[src/rtl/vending_pkg.sv]
// Shared definitions for the change dispenser: coin values, the payout
// state encoding, the coin selector and helper functions.
package vending_pkg;

  localparam logic [15:0] COIN_50_VALUE = 16'd50;
  localparam logic [15:0] COIN_10_VALUE = 16'd10;
  localparam logic [15:0] COIN_5_VALUE  = 16'd5;

  typedef enum logic [2:0] {
    ST_IDLE   = 3'd0,
    ST_SELECT = 3'd1,
    ST_EJECT  = 3'd2,
    ST_GAP    = 3'd3,
    ST_FINISH = 3'd4,
    ST_FAULT  = 3'd5
  } state_t;

  typedef enum logic [1:0] {
    COIN_NONE = 2'd0,
    COIN_5    = 2'd1,
    COIN_10   = 2'd2,
    COIN_50   = 2'd3
  } coin_t;

  // Greedy choice: the largest coin that still fits into the value owed.
  function automatic coin_t selectCoin(input logic [15:0] value);
    if (value >= COIN_50_VALUE) begin
      return COIN_50;
    end else if (value >= COIN_10_VALUE) begin
      return COIN_10;
    end else if (value >= COIN_5_VALUE) begin
      return COIN_5;
    end
    return COIN_NONE;
  endfunction

  // Currency value of a coin type; COIN_NONE is worth nothing.
  function automatic logic [15:0] coinValue(input coin_t coin);
    case (coin)
      COIN_50: return COIN_50_VALUE;
      COIN_10: return COIN_10_VALUE;
      COIN_5:  return COIN_5_VALUE;
      default: return 16'd0;
    endcase
  endfunction

endpackage

[src/rtl/dispense_timer.sv]
// Down-counter shared by the inter-coin gap and the hopper acknowledge
// timeout. Loading N makes o_expired rise after N enabled cycles, so a
// phase that loads N-1 on entry lasts exactly N cycles.
module dispense_timer #(
  parameter int WIDTH = 16
) (
  input  logic             clk,
  input  logic             rst,
  input  logic             i_load,
  input  logic [WIDTH-1:0] i_loadValue,
  input  logic             i_enable,
  output logic             o_expired
);

  logic [WIDTH-1:0] r_count;

  // Load takes priority; otherwise count down while enabled and stop at zero.
  always_ff @(posedge clk or posedge rst) begin
    if (rst) begin
      r_count <= '0;
    end else if (i_load) begin
      r_count <= i_loadValue;
    end else if (i_enable && (r_count != '0)) begin
      r_count <= r_count - 1'b1;
    end
  end

  assign o_expired = (r_count == '0);

endmodule

[src/rtl/change_dispenser.sv]
// Coin payout controller: pays an amount greedily in 50/10/5 coins through a
// hopper handshake, spacing coins by a gap and faulting if the hopper stalls.
// Every output is a flop loaded from the next-state view of the FSM.
module change_dispenser
  import vending_pkg::*;
#(
  parameter int GAP_CYCLES     = 16,
  parameter int TIMEOUT_CYCLES = 50000
) (
  input  logic        clk,
  input  logic        rst,
  input  logic        start,
  input  logic [15:0] amount,
  input  logic        coin_ack,
  output logic        eject_50,
  output logic        eject_10,
  output logic        eject_5,
  output logic        busy,
  output logic        done,
  output logic        fault,
  output logic [15:0] remaining,
  output logic [2:0]  residue
);

  localparam int MAX_CYCLES = (GAP_CYCLES > TIMEOUT_CYCLES) ? GAP_CYCLES : TIMEOUT_CYCLES;
  localparam int TIMER_W    = $clog2(MAX_CYCLES + 1);
  localparam logic [TIMER_W-1:0] GAP_LOAD     = TIMER_W'(GAP_CYCLES - 1);
  localparam logic [TIMER_W-1:0] TIMEOUT_LOAD = TIMER_W'(TIMEOUT_CYCLES - 1);

  state_t r_state;
  state_t w_nextState;
  coin_t  r_coin;
  coin_t  w_nextCoin;

  logic        r_eject50;
  logic        r_eject10;
  logic        r_eject5;
  logic        r_busy;
  logic        r_done;
  logic        r_fault;
  logic [15:0] r_remaining;
  logic [2:0]  r_residue;

  logic        w_nextEject50;
  logic        w_nextEject10;
  logic        w_nextEject5;
  logic        w_nextBusy;
  logic        w_nextDone;
  logic        w_nextFault;
  logic [15:0] w_nextRemaining;
  logic [2:0]  w_nextResidue;
  logic [15:0] w_coinValue;

  logic               w_startAccepted;
  logic               w_ackAccepted;
  logic               w_timeout;
  logic               w_timerExpired;
  logic               w_timerLoad;
  logic               w_timerEnable;
  logic [TIMER_W-1:0] w_timerLoadValue;

  assign w_startAccepted = start && ((r_state == ST_IDLE) || (r_state == ST_FAULT));
  assign w_ackAccepted   = coin_ack && (r_state == ST_EJECT);
  assign w_timeout       = (r_state == ST_EJECT) && !coin_ack && w_timerExpired;

  // The timer is armed with the timeout on entering EJECT and with the gap
  // length on an acknowledged coin; it only runs in those two states.
  assign w_timerLoad      = ((r_state == ST_SELECT) && (w_nextState == ST_EJECT)) || w_ackAccepted;
  assign w_timerLoadValue = (r_state == ST_SELECT) ? TIMEOUT_LOAD : GAP_LOAD;
  assign w_timerEnable    = (r_state == ST_EJECT) || (r_state == ST_GAP);

  dispense_timer #(
    .WIDTH (TIMER_W)
  ) u_timer (
    .clk         (clk),
    .rst         (rst),
    .i_load      (w_timerLoad),
    .i_loadValue (w_timerLoadValue),
    .i_enable    (w_timerEnable),
    .o_expired   (w_timerExpired)
  );

  // State and selected-coin registers.
  always_ff @(posedge clk or posedge rst) begin
    if (rst) begin
      r_state <= ST_IDLE;
      r_coin  <= COIN_NONE;
    end else begin
      r_state <= w_nextState;
      r_coin  <= w_nextCoin;
    end
  end

  // Next-state logic; the coin is chosen in SELECT and held through EJECT.
  always_comb begin
    w_nextState = r_state;
    w_nextCoin  = r_coin;
    case (r_state)
      ST_IDLE, ST_FAULT: begin
        if (start) begin
          w_nextState = ST_SELECT;
          w_nextCoin  = COIN_NONE;
        end
      end
      ST_SELECT: begin
        w_nextCoin  = selectCoin(r_remaining);
        w_nextState = (w_nextCoin == COIN_NONE) ? ST_FINISH : ST_EJECT;
      end
      ST_EJECT: begin
        if (coin_ack) begin
          w_nextState = ST_GAP;
        end else if (w_timerExpired) begin
          w_nextState = ST_FAULT;
        end
      end
      ST_GAP: begin
        if (w_timerExpired) begin
          w_nextState = ST_SELECT;
        end
      end
      ST_FINISH: begin
        w_nextState = ST_IDLE;
      end
      default: begin
        w_nextState = ST_IDLE;
        w_nextCoin  = COIN_NONE;
      end
    endcase
  end

  // Next values of the registered outputs, derived from the upcoming state
  // so that each output lines up with the state it belongs to.
  always_comb begin
    w_nextEject50 = (w_nextState == ST_EJECT) && (w_nextCoin == COIN_50);
    w_nextEject10 = (w_nextState == ST_EJECT) && (w_nextCoin == COIN_10);
    w_nextEject5  = (w_nextState == ST_EJECT) && (w_nextCoin == COIN_5);
    w_nextBusy    = (w_nextState == ST_SELECT) || (w_nextState == ST_EJECT) ||
                    (w_nextState == ST_GAP);
    w_nextDone    = (w_nextState == ST_FINISH);
    w_coinValue   = coinValue(r_coin);

    w_nextFault = r_fault;
    if (w_startAccepted) begin
      w_nextFault = 1'b0;
    end else if (w_timeout) begin
      w_nextFault = 1'b1;
    end

    w_nextRemaining = r_remaining;
    if (w_startAccepted) begin
      w_nextRemaining = amount;
    end else if (w_ackAccepted) begin
      w_nextRemaining = (r_remaining >= w_coinValue) ? (r_remaining - w_coinValue) : 16'd0;
    end

    w_nextResidue = r_residue;
    if (w_startAccepted) begin
      w_nextResidue = 3'd0;
    end else if (w_nextState == ST_FINISH) begin
      w_nextResidue = r_remaining[2:0];
    end
  end

  // Output registers.
  always_ff @(posedge clk or posedge rst) begin
    if (rst) begin
      r_eject50   <= 1'b0;
      r_eject10   <= 1'b0;
      r_eject5    <= 1'b0;
      r_busy      <= 1'b0;
      r_done      <= 1'b0;
      r_fault     <= 1'b0;
      r_remaining <= 16'd0;
      r_residue   <= 3'd0;
    end else begin
      r_eject50   <= w_nextEject50;
      r_eject10   <= w_nextEject10;
      r_eject5    <= w_nextEject5;
      r_busy      <= w_nextBusy;
      r_done      <= w_nextDone;
      r_fault     <= w_nextFault;
      r_remaining <= w_nextRemaining;
      r_residue   <= w_nextResidue;
    end
  end

  assign eject_50  = r_eject50;
  assign eject_10  = r_eject10;
  assign eject_5   = r_eject5;
  assign busy      = r_busy;
  assign done      = r_done;
  assign fault     = r_fault;
  assign remaining = r_remaining;
  assign residue   = r_residue;

endmodule

[config.mk]
export PLATFORM = sky130hd
export DESIGN_NAME = change_dispenser
export DESIGN_NICKNAME = d
export VERILOG_FILES = /design/src/rtl/vending_pkg.sv /design/src/rtl/dispense_timer.sv /design/src/rtl/change_dispenser.sv
export SDC_FILE = /design/constraint.sdc
export NUM_CORES = 1
export LEC_CHECK = 0
export ABC_AREA = 1
export CORE_ASPECT_RATIO = 0.9
export CORE_MARGIN = 3
export CORE_UTILIZATION = 34
export DETAILED_ROUTE_END_ITERATION = 12
export PLACE_DENSITY_LB_ADDON = 0.25
export SYNTH_ARGS = -nofsm -noshare
export SYNTH_HDL_FRONTEND = slang
export SYNTH_SLANG_ARGS = --single-unit
[constraint.sdc]
create_clock -name clk -period 3.5 [get_ports clk]
set_input_delay 0.35 -clock clk [delete_from_list [all_inputs] [get_ports clk]]
set_output_delay 0.35 -clock clk [all_outputs]
set_load 0.01 [all_outputs]
==> metrics.md <==
| Metric | Value |
|---|---|
| Slew margin rel. | 33.4% |
| Post-Syn Instances | 459 |
| Die X | 108 µm |
| Worst-path clk slew | approximately 0.10 ns |
| Critical path endpoint category | flip-flop |
| Arr. time, crit path | 3.01 ns |
| RSZ-0062 raised after global routing | false |
| Vias/cell | 4.79 |
| Worst Tran Pin Value | 0.997 ns |
| Clock share of power | 11.6% |
| H-tree levels | 2 |
| Library cells used by synthesis | 29 |
| Die height | 97.4 µm |
| Post-synthesis net count | 488 |
| Post-CTS sizing | 0 |
| FMAX | ~0.36 GHz |
| Hold Fails Final Rpt | 0 |
| CTS max path bufs | 2 |
| Post CTS Setup Buffer Count | 0 |
| Power Density | 958 nW/µm² |
| Ys flop type | dfrtp_1 |
| Initial antenna violation count | 0 |
| FF+latch count, synth | 46 |
| Initial core utilization | 35.9% |
| Layout net count | roughly 530 |
| Int Power | 1840 µW |
| Sw Ratio | 49.9% |
| Num CTS Buffers | 5 |
| GRT Overall Usage | 16.5% |
| Wirelength, routed | 8340 µm |
| Remaining DRCs | 0 |
| Static leakage | 0.00185 µW |
| First-pass GRT wire length | 14,100 µm |
| Post-route ant nets | 0 |
| Comb power frac | 60.9% |
| Post-synth top area cell | dfrtp_1 |
| I/O pin count | 45 |
| Number of synthesized flops with an enable pin | 0 |
| Sw power | about 1800 µW |
| CTS tree | yes |
| Hpwl dp | about 6300 µm |
| WS Path Type | reg2reg |
| Sequential Power Share | between 20% and 30% |
| CP Data Required Time | 3.74 ns |
| Share of post-route cells with drive strength above 1 | 8.10% |
| # setup viols final | 0 |
| Port buffer count | 44 |
| Multi-input logic area | 1730 µm² |
| DR vias | 2,994 |
| Setup WS pre-CTS | 0.771 ns |
| CTS Hold Bufs | 0 |
| DIE AREA | 10,500 µm² |
| Num Clock Sinks | between 40 and 50 |
| # diodes | 0 |
| Skew final | 0.0114 ns |
| Overflow after GRT | 0 |
| # rows | 32 |
| Post-synth top area share | 36.5% |
| Count of warnings emitted by yosys | 0 |
| Core area | 8810 µm² |
| Vias in the first global route | 2,888 |
| Status | complete, no violations |
| Hold Path Class | reg2reg |
| Seq/Total Area, Yosys | 36.5% |
| Layout area overhead | 21.2% |
| Clock Latency Late Sink | approximately 0.32 ns |
| Setup WS post-layout | ~0.73 ns |
| Crit start category | flip-flop |
| Maximum fanout along the worst path | 11 |
| Fillers | a little over 900 |
| Per-cell routed wire length | 13.3 µm |
| Sum Neg Setup Slack | 0 ns |
| Register area | between 1000 and 1500 µm² |
| Final period util | 79.1% |
| Root buf cell | clkbuf_8 |
| Crit path time final | 2.77 ns |
| Pre-Repair DR Iteration Count | 4 |
| Max_cap viols | 0 |
| Mapped Area | 3160 µm² |
| Routability cong. | 0.880 |
| Ranking of synthesized cells by area | dfrtp_1 36%, nand2_1 16%, inv_1 7.0% |
| DRT iter0 DRCs | 155 |
| Mean Syn Cell Area | 6.88 µm² |
| Largest net degree at the start of global routing | 47 |
| Slew Limit Fails | 0 |
| Async SR Flop Fraction | 100% |
| VDD IR max | 414 µV |
path summary, 6_finish.rpt:
kind	from	endpoint	slack [ns]	depth (start not counted)
hold reg to reg	residue[1]	residue[1]	0.52	2
setup reg to reg	r_coin[1]	remaining[4]	0.73	11
hold / removal	residue[1]	residue[1]	0.52	2
max in group asynchronous	rst	u_timer.r_count[10]	2.29	2
setup / recovery	r_coin[1]	remaining[4]	0.73	11
min in group asynchronous	rst	remaining[12]	0.59	2
layer usage:
layer | routed length [µm] | up-vias | part of all wire (%) | GRT usage (%)
met3 | 416 | 2 | 5.0 | 3.06
met2 | 3760 | 76 | 45 | 25.9
met4 | 25 | 0 | 0.30 | 3.79
met5 | 0 | - | 0 | 0
met1 | 4140 | 1377 | 50 | 23.5
li1 | - | 1539 | - | -
state kept, by name, summed over array words and instances (netlist names), 2 cells and up:
register and count:
remaining 16, residue 3, r_coin 2, r_state 3, u_timer.r_count 16
cells in the mapped netlist, types with 7 or more instances:
cell and number:
xor2_1 11, a21oi_1 7, nor2_2 9, o21ai_1 9, nor2_1 56, o21ai_0 17, nand2_1 135, ha_1 8
dfrtp_1 46, nand4_1 11, inv_1 59, nand3_1 43, nand2_2 7
cell type report:
cell class	instances	area share [%]
Multi-Input combinational cell	343	45.1
Sequential cell	46	30.1
Timing Repair Buffer	44	11.5
Inverter	65	6.41
Tap cell	119	3.89
Clock buffer	5	1.80
Clock inverter	3	1.18
critical path, stage by stage (launching register included):
cell      delay [ns]
dfrtp_1         0.43
nor2_1          0.16
inv_1           0.06
ha_1            0.36
nand2_1         0.08
inv_1           0.09
nand3_1         0.11
nand2_1         0.17
nor2_1          0.07
nor2_1          0.57
nand2_1         0.36
o21bai_1        0.24
power by group through the flow:
stage / logic [µW] / registers [µW] / clock network [µW]
after CTS: 2230 / 1010 / 434
after detailed placement: 2210 / 1010 / 0
after global placement: 2200 / 1010 / 0
final: 2230 / 1010 / 426
after floorplan: 1550 / 1000 / 0
after global routing: 2530 / 1040 / 449
cells in the final DEF, fill, tap and decap left out, types with 7 or more instances in the layout:
cell type and instances:
o21ai_0 17, nand2_1 135, ha_1 8, nand4_1 11
nand3_1 43, nor2_2 9, nor2_1 56, o21ai_1 9
nand2_2 7, xor2_1 11, a21oi_1 7, clkdlybuf4s50_1 44
inv_1 58, dfrtp_1 46
cell families (layout without fill, tap and decap cells):
group | count (synthesis) | count (layout) | synth area share [%]
XOR/XNOR | 17 | 17 | 4.71
adder cells (fa/ha/maj) | 9 | 9 | 3.80
buffers and inverters | 70 | 117 | 8.83
AND/OR/NAND/NOR | 274 | 274 | 38.5
flip-flops | 46 | 46 | 36.4
AO/OA/AOI/OAI | 43 | 43 | 7.73
stage by stage:
| stage | total power [µW] | hold slack [ns] | instances | cell area, µm² | utilization (%) |
|---|---|---|---|---|---|
| 2_1_floorplan | 2550 | 0.483 | 459 | 3160 | - |
| 3_3_place_gp | 3210 | 0.498 | 617 | 3710 | 42.2 |
| 3_5_place_dp | 3230 | 0.503 | 617 | 3710 | 42.2 |
| 4_1_cts | 3670 | 0.527 | 625 | 3830 | 43.5 |
| 5_1_grt | 4020 | 0.566 | 625 | 3830 | 43.5 |
| 6_report | 3670 | 0.521 | 625 | 3830 | 43.5 |
No activity file was read; power rests on OpenSTA's default activity.
